File: config.mk
export PLATFORM = sky130hd
export DESIGN_NAME = rst_seq_ctrl_flat
export DESIGN_NICKNAME = d
export VERILOG_FILES = /design/src/rtl/rst_seq_if.sv /design/src/rtl/rst_seq_ctrl.sv /design/src/flat_wrapper.sv
export SDC_FILE = /design/constraint.sdc
export NUM_CORES = 1
export LEC_CHECK = 0
export CAP_MARGIN = 20
export CORE_MARGIN = 10
export CORE_UTILIZATION = 55
export CTS_CLUSTER_DIAMETER = 200
export DETAILED_ROUTE_END_ITERATION = 7
export PLACE_DENSITY = 0.91
export SLEW_MARGIN = 40
export SYNTH_ARGS = -nofsm -noshare
export SYNTH_HDL_FRONTEND = slang
export SYNTH_SLANG_ARGS = --single-unit
File: constraint.sdc
create_clock -name clk -period 5.09 [get_ports clk]
set_input_delay 0.509 -clock clk [delete_from_list [all_inputs] [get_ports clk]]
set_output_delay 0.509 -clock clk [all_outputs]
set_load 0.02 [all_outputs]
File: src/rtl/rst_seq_if.sv
// Handshake bundle between the reset sequencer and its requesters and reset domains.
interface rst_seq_if #(
  parameter int N_REQ = 3,
  parameter int N_DOM = 4
);
  logic [N_REQ-1:0] soft_rst_req;
  logic [N_REQ-1:0] soft_rst_ack;
  logic [N_DOM-1:0] dom_rst_n;
  logic [N_DOM-1:0] dom_rdy;
  logic             seq_busy;
  logic [N_REQ-1:0] rst_cause;
  logic             cause_clr;
  logic [N_DOM-1:0] err_tmo;

  modport slave (
    input  soft_rst_req, dom_rdy, cause_clr,
    output soft_rst_ack, dom_rst_n, seq_busy, rst_cause, err_tmo
  );

  modport master (
    output soft_rst_req, dom_rdy, cause_clr,
    input  soft_rst_ack, dom_rst_n, seq_busy, rst_cause, err_tmo
  );
endinterface

File: src/rtl/rst_seq_ctrl.sv
// Reset sequencer: merges soft-reset requests, holds all domains, then releases them in order.
// Optional RST_RDY_TIMEOUT_EN: each release step also waits for dom_rdy with a per-domain timeout.
module rst_seq_ctrl #(
  parameter int N_REQ    = 3,
  parameter int N_DOM    = 4,
  parameter int HOLD_CYC = 16,
  parameter int GAP_CYC  = 4,
  parameter int TMO_CYC  = 64
) (
  input  logic         clk,
  input  logic         rst,
  rst_seq_if.slave     bus
);

  localparam int MAX_HG = (HOLD_CYC > GAP_CYC) ? HOLD_CYC : GAP_CYC;
  localparam int MAX_C  = (MAX_HG > TMO_CYC) ? MAX_HG : TMO_CYC;
  localparam int CNT_W  = $clog2(MAX_C + 1);
  localparam int IDX_W  = (N_DOM > 1) ? $clog2(N_DOM) : 1;

  typedef enum logic [1:0] {IDLE, ASSERT, RELEASE, DONE} state_t;

  state_t           state_q, state_d;
  logic [CNT_W-1:0] cnt_q, cnt_d;
  logic [IDX_W-1:0] idx_q, idx_d;
  logic [N_REQ-1:0] svc_q, svc_d;
  logic [N_REQ-1:0] pend_q, pend_d;
  logic [N_REQ-1:0] cause_q, cause_d;
  logic [N_REQ-1:0] ack_q, ack_d;
  logic [N_REQ-1:0] req_prev_q;
  logic [N_DOM-1:0] err_q, err_d;
  logic [N_DOM-1:0] dom_q, dom_d;
  logic             busy_q, busy_d;
  logic [N_REQ-1:0] rise;
  logic             step_end;

`ifndef RST_RDY_TIMEOUT_EN
  logic unused_rdy;
  assign unused_rdy = ^bus.dom_rdy;
`endif

  always_comb begin
    // Per-bit rising edge so a stuck requester cannot loop the sequencer.
    rise     = bus.soft_rst_req & ~req_prev_q;
    state_d  = state_q;
    cnt_d    = cnt_q + CNT_W'(1);
    idx_d    = idx_q;
    svc_d    = svc_q;
    pend_d   = pend_q;
    err_d    = err_q;
    cause_d  = (bus.cause_clr ? '0 : cause_q) | rise;
    step_end = 1'b0;

    case (state_q)
      IDLE: begin
        cnt_d = '0;
        if (|rise) begin
          state_d = ASSERT;
          svc_d   = rise;
        end
      end
      ASSERT: begin
        if (|rise) begin
          svc_d = svc_q | rise;
          cnt_d = '0;
        end else if (cnt_q == CNT_W'(HOLD_CYC - 1)) begin
          state_d = RELEASE;
          idx_d   = '0;
          cnt_d   = '0;
        end
      end
      RELEASE: begin
        pend_d = pend_q | rise;
`ifdef RST_RDY_TIMEOUT_EN
        step_end = (cnt_q >= CNT_W'(GAP_CYC - 1)) &&
                   (bus.dom_rdy[idx_q] || (cnt_q >= CNT_W'(TMO_CYC - 1)));
        if ((cnt_q >= CNT_W'(TMO_CYC - 1)) && !bus.dom_rdy[idx_q])
          err_d[idx_q] = 1'b1;
`else
        step_end = (cnt_q == CNT_W'(GAP_CYC - 1));
`endif
        if (step_end) begin
          cnt_d = '0;
          if (idx_q == IDX_W'(N_DOM - 1))
            state_d = DONE;
          else
            idx_d = idx_q + IDX_W'(1);
        end
      end
      DONE: begin
        cnt_d = '0;
        if (|(pend_q | rise)) begin
          svc_d   = pend_q | rise;
          pend_d  = '0;
          state_d = ASSERT;
        end else begin
          svc_d   = '0;
          state_d = IDLE;
        end
      end
      default: state_d = ASSERT;
    endcase

    // Outputs are registered from the next state so they line up with it.
    dom_d = '1;
    if (state_d == ASSERT) begin
      dom_d = '0;
    end else if (state_d == RELEASE) begin
      for (int i = 0; i < N_DOM; i++)
        dom_d[i] = (int'(idx_d) >= i);
    end
    ack_d  = (state_d == DONE) ? svc_q : '0;
    busy_d = (state_d != IDLE);
  end

  always_ff @(posedge clk) begin
    req_prev_q <= bus.soft_rst_req;
    if (rst) begin
      state_q <= ASSERT;
      cnt_q   <= '0;
      idx_q   <= '0;
      svc_q   <= '0;
      pend_q  <= '0;
      cause_q <= '0;
      err_q   <= '0;
      dom_q   <= '0;
      ack_q   <= '0;
      busy_q  <= 1'b1;
    end else begin
      state_q <= state_d;
      cnt_q   <= cnt_d;
      idx_q   <= idx_d;
      svc_q   <= svc_d;
      pend_q  <= pend_d;
      cause_q <= cause_d;
      err_q   <= err_d;
      dom_q   <= dom_d;
      ack_q   <= ack_d;
      busy_q  <= busy_d;
    end
  end

  assign bus.dom_rst_n    = dom_q;
  assign bus.soft_rst_ack = ack_q;
  assign bus.seq_busy     = busy_q;
  assign bus.rst_cause    = cause_q;
  assign bus.err_tmo      = err_q;

endmodule

File: src/flat_wrapper.sv
// flat-port wrapper written by rule: the top's interface ports become plain ports
module rst_seq_ctrl_flat 
#(
  parameter int N_REQ    = 3,
  parameter int N_DOM    = 4,
  parameter int HOLD_CYC = 16,
  parameter int GAP_CYC  = 4,
  parameter int TMO_CYC  = 64
)
  (clk, rst, bus_soft_rst_req, bus_dom_rdy, bus_cause_clr, bus_soft_rst_ack, bus_dom_rst_n, bus_seq_busy, bus_rst_cause, bus_err_tmo);
  rst_seq_if #(.N_REQ(N_REQ), .N_DOM(N_DOM)) bus_i ();
  input  logic clk;
  input  logic rst;
  input wire logic [$bits(bus_i.soft_rst_req)-1:0] bus_soft_rst_req;
  input wire logic [$bits(bus_i.dom_rdy)-1:0] bus_dom_rdy;
  input wire logic [$bits(bus_i.cause_clr)-1:0] bus_cause_clr;
  output wire logic [$bits(bus_i.soft_rst_ack)-1:0] bus_soft_rst_ack;
  output wire logic [$bits(bus_i.dom_rst_n)-1:0] bus_dom_rst_n;
  output wire logic [$bits(bus_i.seq_busy)-1:0] bus_seq_busy;
  output wire logic [$bits(bus_i.rst_cause)-1:0] bus_rst_cause;
  output wire logic [$bits(bus_i.err_tmo)-1:0] bus_err_tmo;
  assign bus_i.soft_rst_req = bus_soft_rst_req;
  assign bus_i.dom_rdy = bus_dom_rdy;
  assign bus_i.cause_clr = bus_cause_clr;
  assign bus_soft_rst_ack = bus_i.soft_rst_ack;
  assign bus_dom_rst_n = bus_i.dom_rst_n;
  assign bus_seq_busy = bus_i.seq_busy;
  assign bus_rst_cause = bus_i.rst_cause;
  assign bus_err_tmo = bus_i.err_tmo;
  rst_seq_ctrl #(.N_REQ(N_REQ), .N_DOM(N_DOM), .HOLD_CYC(HOLD_CYC), .GAP_CYC(GAP_CYC), .TMO_CYC(TMO_CYC)) u_core (.clk(clk), .rst(rst), .bus(bus_i));
endmodule
==> results of run 1 <==
power by group through the flow:
stage	registers [mW]	clock network [mW]	logic, mW
floorplan	0.272	0	0.0419
global placement	0.265	0	0.0707
detailed placement	0.265	0	0.0746
global route	0.261	0.158	0.0816
finish	0.260	0.142	0.0752
CTS	0.260	0.147	0.0749
worst max path at each step:
stage	start	to	slack, ns
after floorplan	bus_soft_rst_req[0]	u_core.bus.dom_rst_n[2]$_SDFF_PP0_	3.24
after global placement	bus_soft_rst_req[0]	u_core.bus.dom_rst_n[2]$_SDFF_PP0_	2.65
after detailed placement	bus_soft_rst_req[0]	u_core.bus.dom_rst_n[2]$_SDFF_PP0_	2.57
after CTS	bus_soft_rst_req[0]	u_core.bus.dom_rst_n[1]$_SDFF_PP0_	2.92
after global routing	u_core.state_q[0]$_SDFF_PP1_	u_core.bus.seq_busy$_SDFF_PP1_	2.78
final	u_core.state_q[0]$_SDFF_PP1_	u_core.bus.seq_busy$_SDFF_PP1_	2.90
layout make-up:
class	count	area, um^2	area share [%]
multi-input combinational	108	706	43.9
sequential	31	621	38.6
timing repair buffer	16	160	9.97
clock buffer	6	51.3	3.19
tap	30	37.5	2.34
inverter	7	26.3	1.64
clock inverter	1	5.00	0.312
registers in the layout, summed over array words and instances (netlist names):
signal	cells
u_core.state_q	2
u_core.cnt_q	7
u_core.bus.rst_cause	3
u_core.bus.seq_busy	1
u_core.idx_q	2
u_core.pend_q	3
u_core.bus.dom_rst_n	4
u_core.svc_q	3
u_core.bus.soft_rst_ack	3
u_core.req_prev_q	3
placed cells by master (no fill, tap or decap), types with 4 or more instances in the layout:
cell	count
sky130_fd_sc_hd__dfxtp_1	31
sky130_fd_sc_hd__nor2_1	16
sky130_fd_sc_hd__clkdlybuf4s50_1	16
sky130_fd_sc_hd__a21oi_1	13
sky130_fd_sc_hd__nand2_1	10
sky130_fd_sc_hd__inv_1	7
sky130_fd_sc_hd__and3_1	7
sky130_fd_sc_hd__nand2b_1	6
sky130_fd_sc_hd__nor3_1	5
sky130_fd_sc_hd__ha_1	5
sky130_fd_sc_hd__clkbuf_4	5
sky130_fd_sc_hd__conb_1	4
metal layers:
layer / vias up / GRT usage (%) / part of all wire, %
li1: 552 / - / -
met1: 554 / 12.1 / 41
met2: 37 / 21.3 / 50
met3: 8 / 5.93 / 6.6
met4: 0 / 6.80 / 2.2
met5: - / 0 / 0
cells by family after synthesis:
family,after synthesis
fa+ha+maj,5
mux,1
simple gates,63
xor+xnor,5
flops,31
compound gates,30
buf+inv,13
other cells,1
worst max-delay path: cells and delay by family (launching register included):
family,cells,cell delay (ns)
and+or+nand+nor,3,0.61
AOI/OAI and AO/OA,2,0.56
DFF,1,0.44
adders and majority gates,1,0.37
buffers and inverters,1,0.12
per-stage QoR:
| step | area, um^2 | util, % | setup slack (ns) |
|---|---|---|---|
| floorplan | 1400 | - | 3.24 |
| global placement | 1550 | 63.7 | 2.65 |
| detailed placement | 1550 | 63.7 | 2.57 |
| CTS | 1610 | 66.0 | 2.92 |
| global route | 1610 | 66.0 | 2.78 |
| finish | 1610 | 66.0 | 2.90 |
==> reports/metrics.cfg, run 1 <==
[global_route]
global_route_wire_length_before_repair_um = 5000
grt_max_degree = 16
globalRouteTotalUtil_pct = 12.5
number_of_antenna_violations_at_the_first_check_in_global_routing = 0
grt.overflow.total = 0
grt_pass1_vias = 1138

[final_layout]
drive_gt1_share_pct = 9.47
area_delta_synth_final_pct = 15.9
nets = 184
fillers = 192
final_cell_count_no_fill = 199
antennaDiodeCount = 0

[yosys]
synth_cells = 149
synth.area.mux_share_pct = 0.722
post_synth_and_or_nand_nor_area_fraction_pct = 26.0
synth_top_cell_by_area = sky130_fd_sc_hd__dfxtp_1
combinational_family_with_the_most_area_after_synthesis = simple AND/OR/NAND/NOR gates
synth_most_common_cell = sky130_fd_sc_hd__dfxtp_1
yosys.area_share.adder_pct = 4.51
asyncSetResetFlopFracSynth_pct = 0
xor_and_xnor_fraction_of_the_mapped_netlist_area_pct = 3.16
synth-warning-count = 0
synth_cell_types = 42
synth-seq-area-share_pct = 44.8
synth-compound-area-share_pct = 15.4
netlist_top_cells_count = sky130_fd_sc_hd__dfxtp_1, sky130_fd_sc_hd__nor2_1, sky130_fd_sc_hd__a21oi_1, sky130_fd_sc_hd__nand2_1
yosys-top-cells-area = sky130_fd_sc_hd__dfxtp_1, sky130_fd_sc_hd__a21oi_1, sky130_fd_sc_hd__ha_1
yosys_register_bits = 31
dominantRegCellSynth = sky130_fd_sc_hd__dfxtp_1
synthesis.area_per_instance_um2 = 9.30
synth_top_area_share_pct = 44.8
synth_edf_count = 0
synth_area_mm2 = 0.00139

[clock_network]
hold_buffers = 0
ctsLongestPathBuffers = 2
cts_setup_buffers = 0
cts.root.buffer_cell = sky130_fd_sc_hd__clkbuf_4
tritoncts = built
clock_tree.htree_level_count = 2
cts_bufs_inserted = 5
clkSlewWorstSetupHoldPaths_ns = 0.09
clk-insertion-delay-late_ns = 0.33
cts.sinks = 31
post_cts_resize_count = 0

[setup_path]
critical_path.startpoint_type = register
cp.arrival_ns = 2.42
timing.reg2reg.setup_slack_ns = 2.90
endpoint_of_the_worst_register_to_register_path = u_core.bus.seq_busy$_SDFF_PP1_
worst-r2r-cell-count = 7
crit_chain = inv_1 > ha_1 > and3_1 > a211oi_1 > a31oi_4 > or2_1 > nand2b_1
r2r_start = u_core.state_q[0]$_SDFF_PP1_
critical_path.slowest_cell = sky130_fd_sc_hd__dfxtp_1
endpoint_kind = register
worstPathRequired_ns = 5.32
max_stage_delay_ns = 0.44
crit_path_max_fanout = 13
timing_worst_setup_path_type = reg2reg

[run_status]
run_status = finished, final reports clean

[sta]
grt_setup_unrepaired = no
finClkSkew_ns = 0.00396
final.min_clock_period_ns = 2.19
timing.final.max_slew_violations = 0
timing.final.crit_share_pct = 43.0
fmax_ghz = 0.457
worst_hold_slack_ns = 0.456
setup_viol_count_final = 0
hold_viol_final = 0
max_slew_headroom_pct = 64.1
setup_total_negative_slack_ns = 0
tightestPinTransition_ns = 0.537

[place]
port_buffers = 16
detailedPlacementHpwl_um = 2210
cell_count_after_placement = 192
finalWeightedCongestion = 0.901

[power]
seqPwrFrac_pct = 54.4
static-leakage-power_nw = 0.662
post-layout-total-power_mw = 0.477
switching_power_mw = 0.128
comb_power_share_pct = 15.8
internal_power_mw = 0.349
vdd_drop_max_mv = 0.255
p_per_area_mw_per_mm2 = 297
switching_share_pct = 26.7
clockPowerShare_pct = 29.8

[flow_run]
maxcap_violations = 0

[route]
drt-total-wl_um = 2950
drt-initial-drc-count = 110
detail-route-antenna-nets = 0
vias = 1151
drt_pre_antenna_iters = 4
remaining_drc_errors = 0
routed_wire_length_per_instance_um = 14.8
routed_via_density = 5.78

[hold_path]
hold_start = u_core.cnt_q[0]$_SDFF_PP0_
worstHoldPathType = reg2reg
worst_hold_path.endpoint = u_core.cnt_q[0]$_SDFF_PP0_
holdPathStages = 1

[floorplan]
io-pin-count = 25
die_area_mm2 = 0.00493
placement_rows = 18
die_x_um = 70.2
initial_core_utilization_pct = 57.0
core-area_mm2 = 0.00243
die_h_um = 70.2

Power figures use the tool's default switching activity.
==> run 2, diff against run 1 <==
- CORE_UTILIZATION: 55 -> 46
- PLACE_DENSITY: 0.91 -> 0.82
- clock period: 5.09 -> 1.85 ns (I/O delays scaled with it)
==> run 2 against run 1 <==
Critical path type unchanged. Critical path depth is the same. Core utilization decreased by 2.2 points. Routed wire length rose by 6.5%. Highest routed layer unchanged. Setup slack got worse by 2.9 ns. Clock skew increased by 0.0032 ns. Largest power group unchanged. First-iteration DRC count fell by 48%. Power rose to 2.8 times the previous value. Sequential cell count unchanged. Cell count increased by 10%. The run now ends with setup timing left. Via count grew 0.61%.
==> reports/metrics.cfg, run 2 (same netlist as run 1, synthesis figures left out) <==
[clock_network]
cts_bufs_inserted = 5  ; unchanged
clk-insertion-delay-late_ns = 0.33  ; about the same
clkSlewWorstSetupHoldPaths_ns = 0.09  ; about the same
tritoncts = built
clock_tree.htree_level_count = 2  ; unchanged
cts.sinks = 31  ; unchanged
ctsLongestPathBuffers = 2  ; unchanged
cts.root.buffer_cell = sky130_fd_sc_hd__clkbuf_4

[global_route]
global_route_wire_length_before_repair_um = 5060  ; +1.2%
grt_pass1_vias = 1128  ; -0.88%
number_of_antenna_violations_at_the_first_check_in_global_routing = 0  ; unchanged
grt_max_degree = 13  ; -3
globalRouteTotalUtil_pct = 12.0  ; -0.53 points
grt.overflow.total = 0  ; unchanged

[power]
internal_power_mw = 0.975  ; +180%
vdd_drop_max_mv = 0.526  ; +110%
post-layout-total-power_mw = 1.35  ; +180%
seqPwrFrac_pct = 52.9  ; -1.5 points
p_per_area_mw_per_mm2 = 747  ; +150%
clockPowerShare_pct = 27.6  ; -2.2 points
switching_share_pct = 27.7  ; +0.91 points
static-leakage-power_nw = 0.746  ; +13%
comb_power_share_pct = 19.5  ; +3.7 points
switching_power_mw = 0.373  ; +190%

[flow_run]
maxcap_violations = 0  ; unchanged

[setup_path]
worstPathRequired_ns = 2.12  ; -3.20 ns
timing_worst_setup_path_type = reg2reg
crit_chain = ha_4 > nor4b_4 > and3_4 > nand2_2 > a221o_1 > a21o_1 > a21oi_1
crit_path_max_fanout = 4  ; -9
critical_path.startpoint_type = register
worst-r2r-cell-count = 7  ; unchanged
endpoint_of_the_worst_register_to_register_path = u_core.bus.dom_rst_n[1]$_SDFF_PP0_
critical_path.slowest_cell = sky130_fd_sc_hd__a221o_1
timing.reg2reg.setup_slack_ns = -0.02  ; -2.93 ns
r2r_start = u_core.cnt_q[0]$_SDFF_PP0_
max_stage_delay_ns = 0.38  ; -0.06 ns
endpoint_kind = register
cp.arrival_ns = 2.15  ; -0.27 ns

[sta]
grt_setup_unrepaired = yes
setup_viol_count_final = 1  ; +1
timing.final.crit_share_pct = 101  ; +58 points
finClkSkew_ns = 0.00712  ; +0.00316 ns
final.min_clock_period_ns = 1.87  ; -0.314 ns
fmax_ghz = 0.533  ; +17%
hold_viol_final = 0  ; unchanged
timing.final.max_slew_violations = 0  ; unchanged
worst_hold_slack_ns = 0.322  ; -0.134 ns
setup_total_negative_slack_ns = -0.0244  ; -0.0244 ns
layout_setup_ws_ns = -0.0244  ; -2.93 ns

[place]
cell_count_after_placement = 210  ; +9.4%
placedInstanceArea_mm2 = 0.00168  ; +8.3%
finalWeightedCongestion = 0.884  ; -2.0%
detailedPlacementHpwl_um = 2410  ; +9.0%
port_buffers = 16  ; unchanged
detailedPlace.worstSlack_ns = -0.241  ; -2.81 ns

[hold_path]
worst_hold_path.endpoint = u_core.req_prev_q[1]$_DFF_P_
hold_start = bus_soft_rst_req[1]
holdPathStages = 1  ; unchanged
worstHoldPathType = in2reg

[route]
drt_pre_antenna_iters = 4  ; unchanged
remaining_drc_errors = 0  ; unchanged
drt-initial-drc-count = 57  ; -48%
vias = 1158  ; +0.61%
routed_wire_length_per_instance_um = 14.4  ; -3.2%
detail-route-antenna-nets = 0  ; unchanged
drt-total-wl_um = 3150  ; +6.5%
routed_via_density = 5.29  ; -8.6%

[run_status]
run_status = complete, but fails checks
failed_checks = setup timing

[final_layout]
fillers = 254  ; +32%
mostFrequentLayoutCell = sky130_fd_sc_hd__dfxtp_1
nets = 202  ; +9.8%
area_delta_synth_final_pct = 30.2
final_instance_area_mm2 = 0.00181  ; +12%
mostFrequentLayoutCells = sky130_fd_sc_hd__dfxtp_1, sky130_fd_sc_hd__buf_4, sky130_fd_sc_hd__nor2_1, sky130_fd_sc_hd__clkdlybuf4s50_1, sky130_fd_sc_hd__a21oi_1
number_of_flip_flops_in_the_largest_register = 7  ; unchanged
top_register = u_core.cnt_q
post-route-util_pct = 63.8  ; -2.2 points
antennaDiodeCount = 0  ; unchanged
final_cell_count_no_fill = 219  ; +10%
drive_gt1_share_pct = 23.9  ; +14 points

[floorplan]
core-area_mm2 = 0.00283  ; +16%
placement_rows = 19  ; +1
die_x_um = 74.9  ; +6.7%
initial_core_utilization_pct = 49.0  ; -8.0 points
io-pin-count = 25  ; unchanged
die_area_mm2 = 0.00561  ; +14%
die_h_um = 74.9  ; +6.7%

run 2: routing by layer:
| metal | up-vias | track usage [%] | part of all wire, % |
|---|---|---|---|
| li1 | 587 | - | - |
| met1 | 549 | 12.1 | 43 |
| met2 | 16 | 20.7 | 51 |
| met3 | 6 | 5.91 | 4.6 |
| met4 | 0 | 4.83 | 1.6 |
| met5 | - | 0 | 0 |
run 2: critical path: cells and delay by family, from the launching register on:
kind,cells,cell delay (ns)
flops,1,0.37
simple gates,3,0.56
compound gates,3,0.75
fa+ha+maj,1,0.15
run 2: what timing repair did:
action / in CTS / in global routing
hold buffers: 0 / 0
pin swaps: 5 / 6
resized for setup: 8 / 7
setup buffers: 1 / 2
setup endpoints to repair: 9 / 10
run 2: cell type report:
cell class	count	area, um^2	area share (%)
Timing Repair Buffer	34	299	16.6
Clock buffer	7	45.0	2.49
Multi-Input combinational cell	108	767	42.5
Inverter	7	26.3	1.46
Clock inverter	1	5.00	0.277
Sequential cell	31	624	34.6
Tap cell	31	38.8	2.15
run 2: how the worst max path moves through the flow:
stage               cells after the start                    startpoint                                 end
finish                                  7    u_core.cnt_q[0]$_SDFF_PP0_  u_core.bus.dom_rst_n[1]$_SDFF_PP0_
global route                            7    u_core.cnt_q[1]$_SDFF_PP0_  u_core.bus.dom_rst_n[1]$_SDFF_PP0_
CTS                                     7    u_core.cnt_q[1]$_SDFF_PP0_  u_core.bus.dom_rst_n[1]$_SDFF_PP0_
global placement                        7           bus_soft_rst_req[0]  u_core.bus.dom_rst_n[2]$_SDFF_PP0_
detailed placement                      8           bus_soft_rst_req[0]  u_core.bus.dom_rst_n[2]$_SDFF_PP0_
floorplan                               7  u_core.state_q[0]$_SDFF_PP1_      u_core.bus.seq_busy$_SDFF_PP1_
run 2: power by group through the flow:
stage                     sequential, mW  combinational, mW  clock (mW)
after floorplan                    0.748              0.115           0
after global placement             0.725              0.235           0
after detailed placement           0.726              0.243           0
after CTS                          0.713              0.252       0.383
after global routing               0.717              0.282       0.415
final                              0.713              0.263       0.372
==> run 3, diff against run 2 <==
- CORE_ASPECT_RATIO: not set -> 1.5
- HOLD_SLACK_MARGIN: not set -> 0.15
==> run 3 against run 2 <==
The run now ends clean. Sequential share of layout area decreased by 1.1 points. Register-to-register slack improved by 0.03 ns. Critical path depth unchanged. Cell count increased by 5.5%. Design area increased by 3.2%. Clock power increased by 35%. Critical path type unchanged. Largest power group unchanged.
==> reports/metrics.cfg, run 3 (same netlist as run 1, synthesis figures left out) <==
[route]
drt_pre_antenna_iters = 4  ; unchanged
drt-initial-drc-count = 18  ; -68%
routed_wire_length_per_instance_um = 14.0  ; -2.6%
drt-total-wl_um = 3230  ; +2.7%
remaining_drc_errors = 0  ; unchanged
routed_via_density = 5.27  ; -0.36%
detail-route-antenna-nets = 0  ; unchanged
vias = 1217  ; +5.1%

[global_route]
global_route_wire_length_before_repair_um = 5620  ; +11%
grt_pass1_vias = 1284  ; +14%
grt.overflow.total = 0  ; unchanged
globalRouteTotalUtil_pct = 12.5  ; +0.52 points
grt_max_degree = 13  ; unchanged
number_of_antenna_violations_at_the_first_check_in_global_routing = 0  ; unchanged

[setup_path]
worstPathRequired_ns = 2.06  ; -0.06 ns
cp_num_cells = 7  ; unchanged
critical_path.startpoint_type = register
timing_worst_setup_path_type = reg2reg
cp.arrival_ns = 2.05  ; -0.10 ns
path_delay_family = compound AO/OA/AOI/OAI gates
crit_chain = ha_4 > nor4b_4 > and3_4 > nand2_2 > a221o_1 > a21o_1 > a21oi_1
endpoint_kind = register
worst-r2r-cell-count = 7  ; unchanged
crit_path_max_fanout = 4  ; unchanged
timing.reg2reg.setup_slack_ns = 0.01  ; +0.03 ns
critical_path.slowest_cell = sky130_fd_sc_hd__a221o_1
crit_buf_inv = 0  ; unchanged
max_stage_delay_ns = 0.39  ; about the same

[floorplan]
initial_core_utilization_pct = 47.6  ; -1.4 points
die_h_um = 87.2  ; +16%
die_area_mm2 = 0.00566  ; +0.82%
io-pin-count = 25  ; unchanged
die_x_um = 64.8  ; -13%
core-area_mm2 = 0.00291  ; +3.0%
placement_rows = 24  ; +5

[run_status]
run_status = finished, final reports clean

[final_layout]
antennaDiodeCount = 0  ; unchanged
area_delta_synth_final_pct = 34.4
number_of_flip_flops_in_the_largest_register = 7  ; unchanged
fillers = 242  ; -4.7%
post-route-util_pct = 64.0  ; +0.14 points
drive_gt1_share_pct = 24.0  ; about the same
nets = 206  ; +2.0%
mostFrequentLayoutCell = sky130_fd_sc_hd__dfxtp_1
top_register = u_core.cnt_q
mostFrequentLayoutCells = sky130_fd_sc_hd__dfxtp_1, sky130_fd_sc_hd__buf_4, sky130_fd_sc_hd__nor2_1, sky130_fd_sc_hd__clkdlybuf4s50_1, sky130_fd_sc_hd__a21oi_1

[sta]
timing.final.max_slew_violations = 0  ; unchanged
setup_total_negative_slack_ns = 0  ; +0.0244 ns
grt_setup_unrepaired = yes
finClkSkew_ns = 0.00661  ; -0.000502 ns
setup_viol_count_final = 0  ; -1
worst_hold_slack_ns = 0.382  ; +0.0599 ns
hold_viol_final = 0  ; unchanged
timing.final.crit_share_pct = 99.5  ; -1.9 points
final.min_clock_period_ns = 1.84  ; -0.0344 ns
fmax_ghz = 0.543  ; +1.9%

[flow_run]
maxcap_violations = 0  ; unchanged

[hold_path]
holdPathStages = 1  ; unchanged
worstHoldPathType = in2reg

[power]
vdd_drop_max_mv = 0.503  ; -4.3%
static-leakage-power_nw = 0.775  ; +3.9%
p_per_area_mw_per_mm2 = 789  ; +5.6%

[clock_network]
cts.sinks = 31  ; unchanged
ctsLongestPathBuffers = 2  ; unchanged
cts.root.buffer_cell = sky130_fd_sc_hd__clkbuf_8
clkSlewWorstSetupHoldPaths_ns = 0.06  ; -0.03 ns
cts_bufs_inserted = 5  ; unchanged
clk-insertion-delay-late_ns = 0.28  ; -0.05 ns
clock_tree.htree_level_count = 2  ; unchanged
tritoncts = built

[place]
finalWeightedCongestion = 0.836  ; -5.4%
detailedPlacementHpwl_um = 2460  ; +1.9%
port_buffers = 16  ; unchanged

==> run 3: cell count changes in the layout (fill, tap and decap cells not counted), moves of 2 or more <==
cell                       delta
sky130_fd_sc_hd__buf_4        +4
sky130_fd_sc_hd__clkbuf_4     -5
sky130_fd_sc_hd__clkbuf_8     +5
sky130_fd_sc_hd__nand2_1      +2
sky130_fd_sc_hd__nand2_2      -2
==> run 3: final timing paths <==
check / from / to
max reg2reg: u_core.cnt_q[1]$_SDFF_PP0_ / u_core.bus.dom_rst_n[1]$_SDFF_PP0_
max: u_core.cnt_q[1]$_SDFF_PP0_ / u_core.bus.dom_rst_n[1]$_SDFF_PP0_
min: bus_soft_rst_req[1] / u_core.req_prev_q[1]$_DFF_P_
min reg2reg: u_core.bus.rst_cause[1]$_SDFF_PP0_ / u_core.bus.rst_cause[1]$_SDFF_PP0_
==> run 3: timing repair <==
action,CTS,global route
hold buffers,0,0
resized for setup,6,6
cloned,0,0
endpoints found under the setup margin,7,9
setup buffers,0,4
pin swaps,3,9
==> run 3: layout make-up <==
cell class,count,area (um^2),area share [%]
multi-input combinational,108,754,40.5
sequential,31,623,33.4
timing repair buffer,38,329,17.7
clock buffer,7,76.3,4.10
tap,39,48.8,2.62
inverter,7,26.3,1.41
clock inverter,1,5.00,0.269
==> run 3: metal layers <==
layer,part of all wire (%),vias to the layer above,wire length (um),track usage (%)
li1,-,594,-,-
met1,35,588,1130,10.9
met2,58,21,1870,23.7
met3,3.1,14,100,3.48
met4,4.2,0,137,8.40
met5,0,-,0,0
==> run 3: worst register-to-register path, stage by stage (launching register included) <==
cell and delay (ns):
sky130_fd_sc_hd__dfxtp_2 0.35, sky130_fd_sc_hd__ha_4 0.14, sky130_fd_sc_hd__nor4b_4 0.23, sky130_fd_sc_hd__and3_4 0.24, sky130_fd_sc_hd__nand2_2 0.06, sky130_fd_sc_hd__a221o_1 0.39
sky130_fd_sc_hd__a21o_1 0.25, sky130_fd_sc_hd__a21oi_1 0.12
==> run 3: per-stage QoR <==
stage | total power [mW] | instances | setup WS (ns) | instance area, um^2
floorplan | 0.864 | 152 | 0.0450 | 1400
global placement | 0.964 | 220 | -0.181 | 1700
detailed placement | 0.974 | 220 | -0.246 | 1700
CTS | 1.48 | 228 | 0.00324 | 1810
global route | 1.54 | 231 | -0.0744 | 1860
finish | 1.47 | 231 | 0.0100 | 1860
==> run 3: where the power goes <==
| part | switching [mW] | internal (mW) |
|---|---|---|
| clock network | 0.239 | 0.263 |
| logic | 0.134 | 0.120 |
| registers | 0.0134 | 0.700 |
| total | 0.387 | 1.08 |
